===== src/rtl/mem_access_unit.sv =====
// MEM-stage front end for the 2048x32 data RAM: LOAD/STORE, stack PUSH/POP and
// two-word INT_SAVE / RTI_RESTORE, with stack pointer ownership and bounds protection.
module mem_access_unit #(
  parameter int                ADDR_W   = 11,
  parameter int                DATA_W   = 32,
  parameter logic [ADDR_W-1:0] SP_RESET = 11'h7FF
) (
  input  logic              clk,
  input  logic              rst,
  input  logic              req_valid,
  input  logic [2:0]        req_op,
  input  logic [ADDR_W-1:0] req_addr,
  input  logic [DATA_W-1:0] req_wdata,
  input  logic [DATA_W-1:0] req_wdata2,
  input  logic [DATA_W-1:0] mem_rdata,
  output logic [ADDR_W-1:0] mem_addr,
  output logic [DATA_W-1:0] mem_wdata,
  output logic              mem_wen,
  output logic              rsp_valid,
  output logic [DATA_W-1:0] rsp_data,
  output logic [DATA_W-1:0] rsp_data2,
  output logic              stall,
  output logic [ADDR_W-1:0] sp,
  output logic              addr_err
);

  localparam logic [2:0] OP_LOAD = 3'd1, OP_STORE = 3'd2, OP_PUSH = 3'd3,
                         OP_POP  = 3'd4, OP_INT   = 3'd5, OP_RTI   = 3'd6;

  localparam logic [ADDR_W-1:0] ONE    = 1;
  localparam logic [ADDR_W-1:0] TWO    = 2;
  localparam logic [ADDR_W-1:0] SP_LIM = SP_RESET - ONE;

  typedef enum logic {IDLE, SECOND} state_t;

  state_t            state, state_n;
  logic [ADDR_W-1:0] sp_n, sp_p1, sp_p2, sp_m1;
  logic              rv_n, err_n;
  logic [DATA_W-1:0] rd_n, rd2_n;

  assign sp_p1 = sp + ONE;
  assign sp_p2 = sp + TWO;
  assign sp_m1 = sp - ONE;

  always_comb begin
    state_n   = state;
    sp_n      = sp;
    rv_n      = 1'b0;
    err_n     = 1'b0;
    rd_n      = rsp_data;
    rd2_n     = rsp_data2;
    mem_addr  = req_addr;
    mem_wdata = req_wdata;
    mem_wen   = 1'b0;
    stall     = 1'b0;

    if (state == SECOND) begin
      // The request is held upstream, so req_op still names the two-word op.
      state_n = IDLE;
      case (req_op)
        OP_INT: begin
          mem_addr  = sp_m1;
          mem_wdata = req_wdata2;
          mem_wen   = 1'b1;
          sp_n      = sp - TWO;
          rv_n      = 1'b1;
        end
        OP_RTI: begin
          mem_addr = sp_p2;
          rd_n     = mem_rdata;
          sp_n     = sp_p2;
          rv_n     = 1'b1;
        end
        default: ;
      endcase
    end else if (req_valid) begin
      case (req_op)
        OP_LOAD: begin
          rd_n = mem_rdata;
          rv_n = 1'b1;
        end
        OP_STORE: begin
          mem_wen = 1'b1;
          rv_n    = 1'b1;
        end
        OP_PUSH: begin
          rv_n = 1'b1;
          if (sp == '0) err_n = 1'b1;
          else begin
            mem_addr = sp;
            mem_wen  = 1'b1;
            sp_n     = sp_m1;
          end
        end
        OP_POP: begin
          rv_n = 1'b1;
          if (sp == SP_RESET) begin
            err_n = 1'b1;
            rd_n  = '0;
          end else begin
            mem_addr = sp_p1;
            rd_n     = mem_rdata;
            sp_n     = sp_p1;
          end
        end
        OP_INT: begin
          if (sp <= ONE) begin
            err_n = 1'b1;
            rv_n  = 1'b1;
          end else begin
            mem_addr = sp;
            mem_wen  = 1'b1;
            stall    = 1'b1;
            state_n  = SECOND;
          end
        end
        OP_RTI: begin
          if (sp >= SP_LIM) begin
            err_n = 1'b1;
            rv_n  = 1'b1;
            rd_n  = '0;
            rd2_n = '0;
          end else begin
            mem_addr = sp_p1;
            rd2_n    = mem_rdata;
            stall    = 1'b1;
            state_n  = SECOND;
          end
        end
        default: ;
      endcase
    end

    if (rst) begin
      mem_wen = 1'b0;
      stall   = 1'b0;
    end
  end

  always_ff @(posedge clk) begin
    if (rst) begin
      state     <= IDLE;
      sp        <= SP_RESET;
      rsp_valid <= 1'b0;
      rsp_data  <= '0;
      rsp_data2 <= '0;
      addr_err  <= 1'b0;
    end else begin
      state     <= state_n;
      sp        <= sp_n;
      rsp_valid <= rv_n;
      rsp_data  <= rd_n;
      rsp_data2 <= rd2_n;
      addr_err  <= err_n;
    end
  end

endmodule


===== config.mk =====
export PLATFORM = sky130hd
export DESIGN_NAME = mem_access_unit
export DESIGN_NICKNAME = d
export VERILOG_FILES = /design/src/rtl/mem_access_unit.sv
export SDC_FILE = /design/constraint.sdc
export NUM_CORES = 1
export LEC_CHECK = 0
export CAP_MARGIN = 10
export CELL_PAD_IN_SITES_DETAIL_PLACEMENT = 1
export CELL_PAD_IN_SITES_GLOBAL_PLACEMENT = 2
export CORE_UTILIZATION = 24
export CTS_CLUSTER_DIAMETER = 50
export CTS_CLUSTER_SIZE = 40
export DETAILED_ROUTE_END_ITERATION = 10
export GPL_ROUTABILITY_DRIVEN = 0
export GPL_TIMING_DRIVEN = 0
export PLACE_DENSITY = 0.95
export SLEW_MARGIN = 10
export SYNTH_ARGS = -nofsm -noshare
export SYNTH_HDL_FRONTEND = slang
export SYNTH_SLANG_ARGS = --single-unit

===== constraint.sdc =====
create_clock -name clk -period 4.7 [get_ports clk]
set_input_delay 0.705 -clock clk [delete_from_list [all_inputs] [get_ports clk]]
set_output_delay 0.705 -clock clk [all_outputs]
set_load 0.005 [all_outputs]

==> impl_metrics.ini, run 1 <==
[setup_path]
criticalPathCategory = flip-flop to primary output
cp_slowest_cell = dfxtp_1
cp_num_buf_inv = 3
crit_path_max_incr_delay_ps = 600
arrival_ps = 3900
crit_start = sp[2]
ff2ff_setup_slack_ps = 1380
cp_max_fo = 9
worstSetupEndpointType = primary output
crit_cells = 10
reg2reg_from = sp[0]
path_cells = inv_1 > ha_1 > a21bo_2 > nor3_2 > o211a_1 > or4_1 > buf_2 > a221oi_1 > a22oi_1 > clkdlybuf4s50_1
r2r_end = rsp_data[11]
ff2ff_path_depth = 10
cp.required_ps = 3990
crit_path_start_kind = flip-flop
cp-endpoint = mem_addr[8]
crit_family = compound AO/OA/AOI/OAI gates

[drt]
route.detailed.drc = 0
viasPerCell = 5.358
dr.first_iter.drc_count = 407
wl_um = 24800
vias = 6649
wire_per_inst_um = 19.98
ant_nets = 0
first_pass_iters = 5

[yosys]
synthAdderAreaFrac_pct = 1.900
synth.cell_area_um2 = 5268
ys_seq_area_share_pct = 29.64
synth_top_family_by_area = simple AND/OR/NAND/NOR gates
synth-simple-area-share_pct = 27.74
synth_compound_area_share_pct = 22.47
netlist_instances = 714
synth_area_per_cell_um2 = 7.378
synth_seq_cells = 78
yosysWarnings = 0
syn-num-nets = 835
async_flop_share_pct = 0
yosysUniqueCellTypes = 62
synth_flop_cell = dfxtp_1
synth_xor_area_share_pct = 4.822
synthMuxAreaShare_pct = 7.601
synth-edff-count = 0

[placed_design]
placed_cells = 1223
dpl.hpwl_um = 19240
port_buffers = 234
post_dp_cell_area_um2 = 7954

[timing]
worst_pin_slew_ps = 981.7
timing.final.crit_period_ps = 4604
setup_violations = 0
relSlewSlack_pct = 34.30
hold_viol_final = 0
holdWs_ps = 452.6
clock_skew_ps = 11.03
finalCritPeriodShare_pct = 97.96
finalMaxSlewViolations = 0
rsz0062_at_grt = false
max_freq_mhz = 217.2

[floorplanning]
core_area_um2 = 21290
dieArea_um2 = 22550
die_w_um = 150.2
num_rows = 53
io_pins = 235
die_height_um = 150.2
start_util_pct = 24.75

[flow_run]
maxCapViolCount = 0

[clocking]
cts_made_buffers = 9
insertion_delay_ps = 340
clock-root-buffer = clkbuf_16
cts_max_level = 3
clockBufferDepth = 2
postCtsHoldBufs = 0
cts_sinks = 78
cts_tree = done
clkTransAtPathRegs_ps = 60

[global_routing]
grt_antenna_before_repair = 0
grt_pass1_wl_um = 37470
grt_max_degree = 16
overflow = 0
grt_pass1_vias = 6775
track_usage_pct = 21.80

[layout]
fin_area_um2 = 8267
final_common_cell = clkdlybuf4s50_1
n_antenna_cell = 0
fillers = 2564
stdcell_count = 1241
nets = 1082
layout-drive-gt1-share_pct = 8.489
area_growth_pct = 56.94
layout_common_cells = 234 x clkdlybuf4s50_1, 101 x nand2_1, 87 x nand3_1, 77 x dfxtp_1, 57 x o21ai_0

[power]
power_leakage_nw = 3.017
irDropWorstVdd_uv = 140.8
powerDensity_nw_per_um2 = 229.0

[min_path]
hold_path_class = flip-flop to flip-flop

[outcome]
status = completed
==> worst min-delay path by stage <==
stage / slack, ps / cells past startpoint / endpoint / from
floorplan: 450 / 2 / rsp_data2[0] / rsp_data2[0]
global placement: 440 / 2 / rsp_data2[24] / rsp_data2[24]
detailed placement: 450 / 2 / rsp_data2[22] / rsp_data2[22]
CTS: 460 / 2 / rsp_data2[18] / rsp_data2[18]
global route: 470 / 2 / rsp_data2[19] / rsp_data2[19]
finish: 450 / 2 / rsp_data2[14] / rsp_data2[14]
==> Yosys cell counts, types with 12 or more instances <==
cell	instances	area, um2
mux2_2	32	360.4
buf_2	14	70.07
a21oi_1	54	270.3
nor2_1	40	150.1
nor3_1	12	60.06
dfxtp_1	78	1562
clkbuf_1	39	146.4
o21ai_0	57	285.3
a221oi_1	12	105.1
nand2_1	101	379.1
buf_1	12	45.04
nand3_1	87	435.4
xnor2_1	20	175.2
==> where the power goes <==
group | total, mW | switching [mW] | internal [mW] | leakage [nW]
Clock | 0.686 | 0.320 | 0.366 | 0.134
Sequential | 0.694 | 0.0140 | 0.680 | 0.631
Combinational | 0.513 | 0.260 | 0.253 | 2.25
==> sequential cells by signal, summed over array words and instances, names as in the netlist <==
signal / count
rsp_data2: 32
sp: 11
rsp_valid: 1
rsp_data: 32
state: 1
addr_err: 1
==> area by class of cell <==
class	count	area, um2	area share, %
clock buffer	9	225.2	2.724
tap	275	344.1	4.162
sequential	78	1563	18.90
buffer	66	275.3	3.330
clock inverter	7	57.56	0.6962
timing repair buffer	236	2357	28.52
multi-input combinational	561	3411	41.26
inverter	9	33.78	0.4087
==> metal layers <==
metal	vias up	share of wire (%)	routed length (um)	track usage, %
li1	3079	-	-	-
met1	3171	41	10260	26.81
met2	330	46	11510	35.86
met3	69	7.1	1757	4.121
met4	0	5.1	1275	11.77
met5	-	0	0	0
==> kinds of logic (layout without fill, tap and decap cells) <==
family | Yosys count | count (layout)
buf+inv | 75 | 327
simple gates | 300 | 300
fa+ha+maj | 8 | 8
mux | 36 | 36
xor+xnor | 29 | 29
compound gates | 188 | 188
flops | 78 | 78
==> worst min-delay path, cell delays in order, from the launching register on <==
cell and delay (ps):
dfxtp_1 310, nand2_1 50, a21oi_1 50
==> metrics by stage <==
step,setup slack [ps],setup TNS (ps),total power [mW],utilization [%]
global route,3.962,0,1.982,38.83
floorplan,1473,0,0.9278,-
finish,95.89,0,1.893,38.83
detailed placement,-144.9,-248.6,1.215,37.37
CTS,112.3,0,1.908,38.74
global placement,-131.4,-131.4,1.208,37.37
==> timing repair <==
item,4_1_cts,5_1_grt
endpoints found under the setup margin,7,6
pin swaps,0,1
resized for setup,4,2
setup buffers,0,2
No activity file was read; power rests on OpenSTA's default activity.
==> inputs of run 2 (changes only) <==
--- a/config.mk
+++ b/config.mk
@@ -8,13 +8,14 @@
 export CAP_MARGIN = 10
 export CELL_PAD_IN_SITES_DETAIL_PLACEMENT = 1
 export CELL_PAD_IN_SITES_GLOBAL_PLACEMENT = 2
-export CORE_UTILIZATION = 24
+export CORE_UTILIZATION = 20
+export CTS_BUF_LIST = sky130_fd_sc_hd__clkbuf_8 sky130_fd_sc_hd__clkbuf_16
 export CTS_CLUSTER_DIAMETER = 50
 export CTS_CLUSTER_SIZE = 40
 export DETAILED_ROUTE_END_ITERATION = 10
 export GPL_ROUTABILITY_DRIVEN = 0
 export GPL_TIMING_DRIVEN = 0
-export PLACE_DENSITY = 0.95
+export PLACE_DENSITY = 0.86
 export SLEW_MARGIN = 10
 export SYNTH_ARGS = -nofsm -noshare
 export SYNTH_HDL_FRONTEND = slang
==> constraint.sdc (replaced) <==
create_clock -name clk -period 4 [get_ports clk]
set_input_delay 0.6 -clock clk [delete_from_list [all_inputs] [get_ports clk]]
set_output_delay 0.6 -clock clk [all_outputs]
set_load 0.005 [all_outputs]
==> impl_metrics.ini, run 2 (same netlist as run 1, synthesis figures left out) <==
[timing]
finalMaxSlewViolations = 0
clock_skew_ps = 12.97
setup_violations = 0
fin_ws_ps = 80.24
relSlewSlack_pct = 34.08
worst_pin_slew_ps = 985.0
finalCritPeriodShare_pct = 97.99
hold_viol_final = 0
max_freq_mhz = 255.1
timing.final.crit_period_ps = 3920
rsz0062_at_grt = false
setup_tns_ps = 0

[layout]
final_common_cell = clkdlybuf4s50_1
stdcell_count = 1311
n_antenna_cell = 0
largestRegisters = rsp_data2 (32), rsp_data (32), sp (11)
fin_area_um2 = 8583
layout_common_cells = 231 x clkdlybuf4s50_1, 100 x nand2_1, 87 x nand3_1, 75 x dfxtp_1
area_growth_pct = 62.95
nets = 1092
layout-drive-gt1-share_pct = 12.40

[global_routing]
grt_pass1_wl_um = 39590
overflow = 0
grt_antenna_before_repair = 0
track_usage_pct = 19.28
grt_pass1_vias = 6981
grt_max_degree = 16

[drt]
dr.first_iter.drc_count = 562
ant_nets = 0
route.detailed.drc = 0
vias = 6645
viasPerCell = 5.069
wire_per_inst_um = 20.03
wl_um = 26260
first_pass_iters = 5

[floorplanning]
die_height_um = 164.3
num_rows = 59
dieArea_um2 = 26990
start_util_pct = 20.33
core_area_um2 = 25910
die_w_um = 164.3
io_pins = 235

[placed_design]
dp_slack_ps = -570.4
dpl.hpwl_um = 20130
port_buffers = 234
post_dp_cell_area_um2 = 8029
placed_cells = 1283

[setup_path]
ff2ff_path_depth = 10
crit_path_start_kind = input pin
crit_start = req_op[0]
path_common_cell = buf_4
r2r_end = rsp_data[0]
worstSetupEndpointType = primary output
criticalPathCategory = input pin to primary output
arrival_ps = 3320
path_cells = clkdlybuf4s50_1 > buf_4 > nand3b_1 > buf_4 > nor2_1 > or4_1 > buf_4 > a221oi_1 > o2bb2ai_1 > clkdlybuf4s50_1
cp.required_ps = 3400
cp_slowest_cell = or4_1
cp_max_fo = 10
crit_path_max_incr_delay_ps = 520
reg2reg_from = sp[0]
ff2ff_setup_slack_ps = 930

[clocking]
clock-root-buffer = clkbuf_16
cts_max_level = 3
postCtsHoldBufs = 0
cts_sinks = 78
clockBufferDepth = 2
clkTransAtPathRegs_ps = 60
cts_made_buffers = 9
insertion_delay_ps = 340
cts_tree = done

[min_path]
holdPathEnd = rsp_data2[7]
worstHoldStart = rsp_data2[7]
hold_path_class = flip-flop to flip-flop
hold_depth = 2

[flow_run]
maxCapViolCount = 0

[outcome]
status = completed

[power]
irDropWorstVdd_uv = 195.7
powerDensity_nw_per_um2 = 268.8
power_leakage_nw = 3.140
==> run 2: cell count changes in the layout (fill, tap and decap cells not counted), sizes merged <==
cell,previous run,this run
clkinvlp,2,3
clkbuf,48,51
inv,12,10
buf,29,36
bufinv,0,1
dlymetal6s2s,0,3
clkdlybuf4s50,234,231
==> run 2: metrics by stage <==
stage,power [mW],hold WS (ps),utilization [%]
6_report,2.307,451.4,33.13
4_1_cts,2.329,455.2,32.86
2_1_floorplan,1.090,448.3,-
3_3_place_gp,1.426,438.2,30.99
5_1_grt,2.410,470.8,33.13
3_5_place_dp,1.430,446.2,30.99
==> run 2: worst max path at each step <==
stage | end | slack [ps] | cells past startpoint
final | mem_addr[1] | 80 | 10
after global routing | mem_addr[5] | 0.04 | 11
after CTS | mem_addr[7] | 7 | 10
after detailed placement | mem_addr[10] | -570 | 9
after global placement | mem_addr[10] | -550 | 9
after floorplan | mem_addr[5] | 880 | 9
==> run 2: repair_timing <==
action                                  4_1_cts  5_1_grt
resized for setup                            40       23
endpoints found under the setup margin       35       16
pin swaps                                     1        1
setup buffers                                12        1
==> run 2: critical path, delay by kind of cell <==
family | cells | cell delay (ps)
compound gates | 2 | 440
simple gates | 3 | 760
buf+inv | 5 | 1510
==> run 2: routing by layer <==
| metal | GRT usage, % | vias up | part of all wire, % |
|---|---|---|---|
| met1 | 22.32 | 3174 | 40 |
| li1 | - | 3102 | - |
| met2 | 33.77 | 310 | 50 |
| met4 | 9.133 | 0 | 3.4 |
| met5 | 0 | - | 0 |
| met3 | 3.864 | 59 | 6.9 |
==> run 2: final cells by class <==
type                    count  area [um2]
well taps                 335       419.2
clock inverters             7       80.08
plain buffers              65       316.6
clock buffers               9       225.2
multi-input cells         561        3481
flip-flops and latches     78        1573
repair buffers            247        2447
fillers                  3120       17330
inverters                   9       41.29
==> run 2: power breakdown <==
group	internal (mW)	leakage [nW]	switching [mW]
clock	0.493	0.148	0.374
sequential	0.798	0.631	0.0163
combinational	0.311	2.36	0.315
total	1.60	3.14	0.705
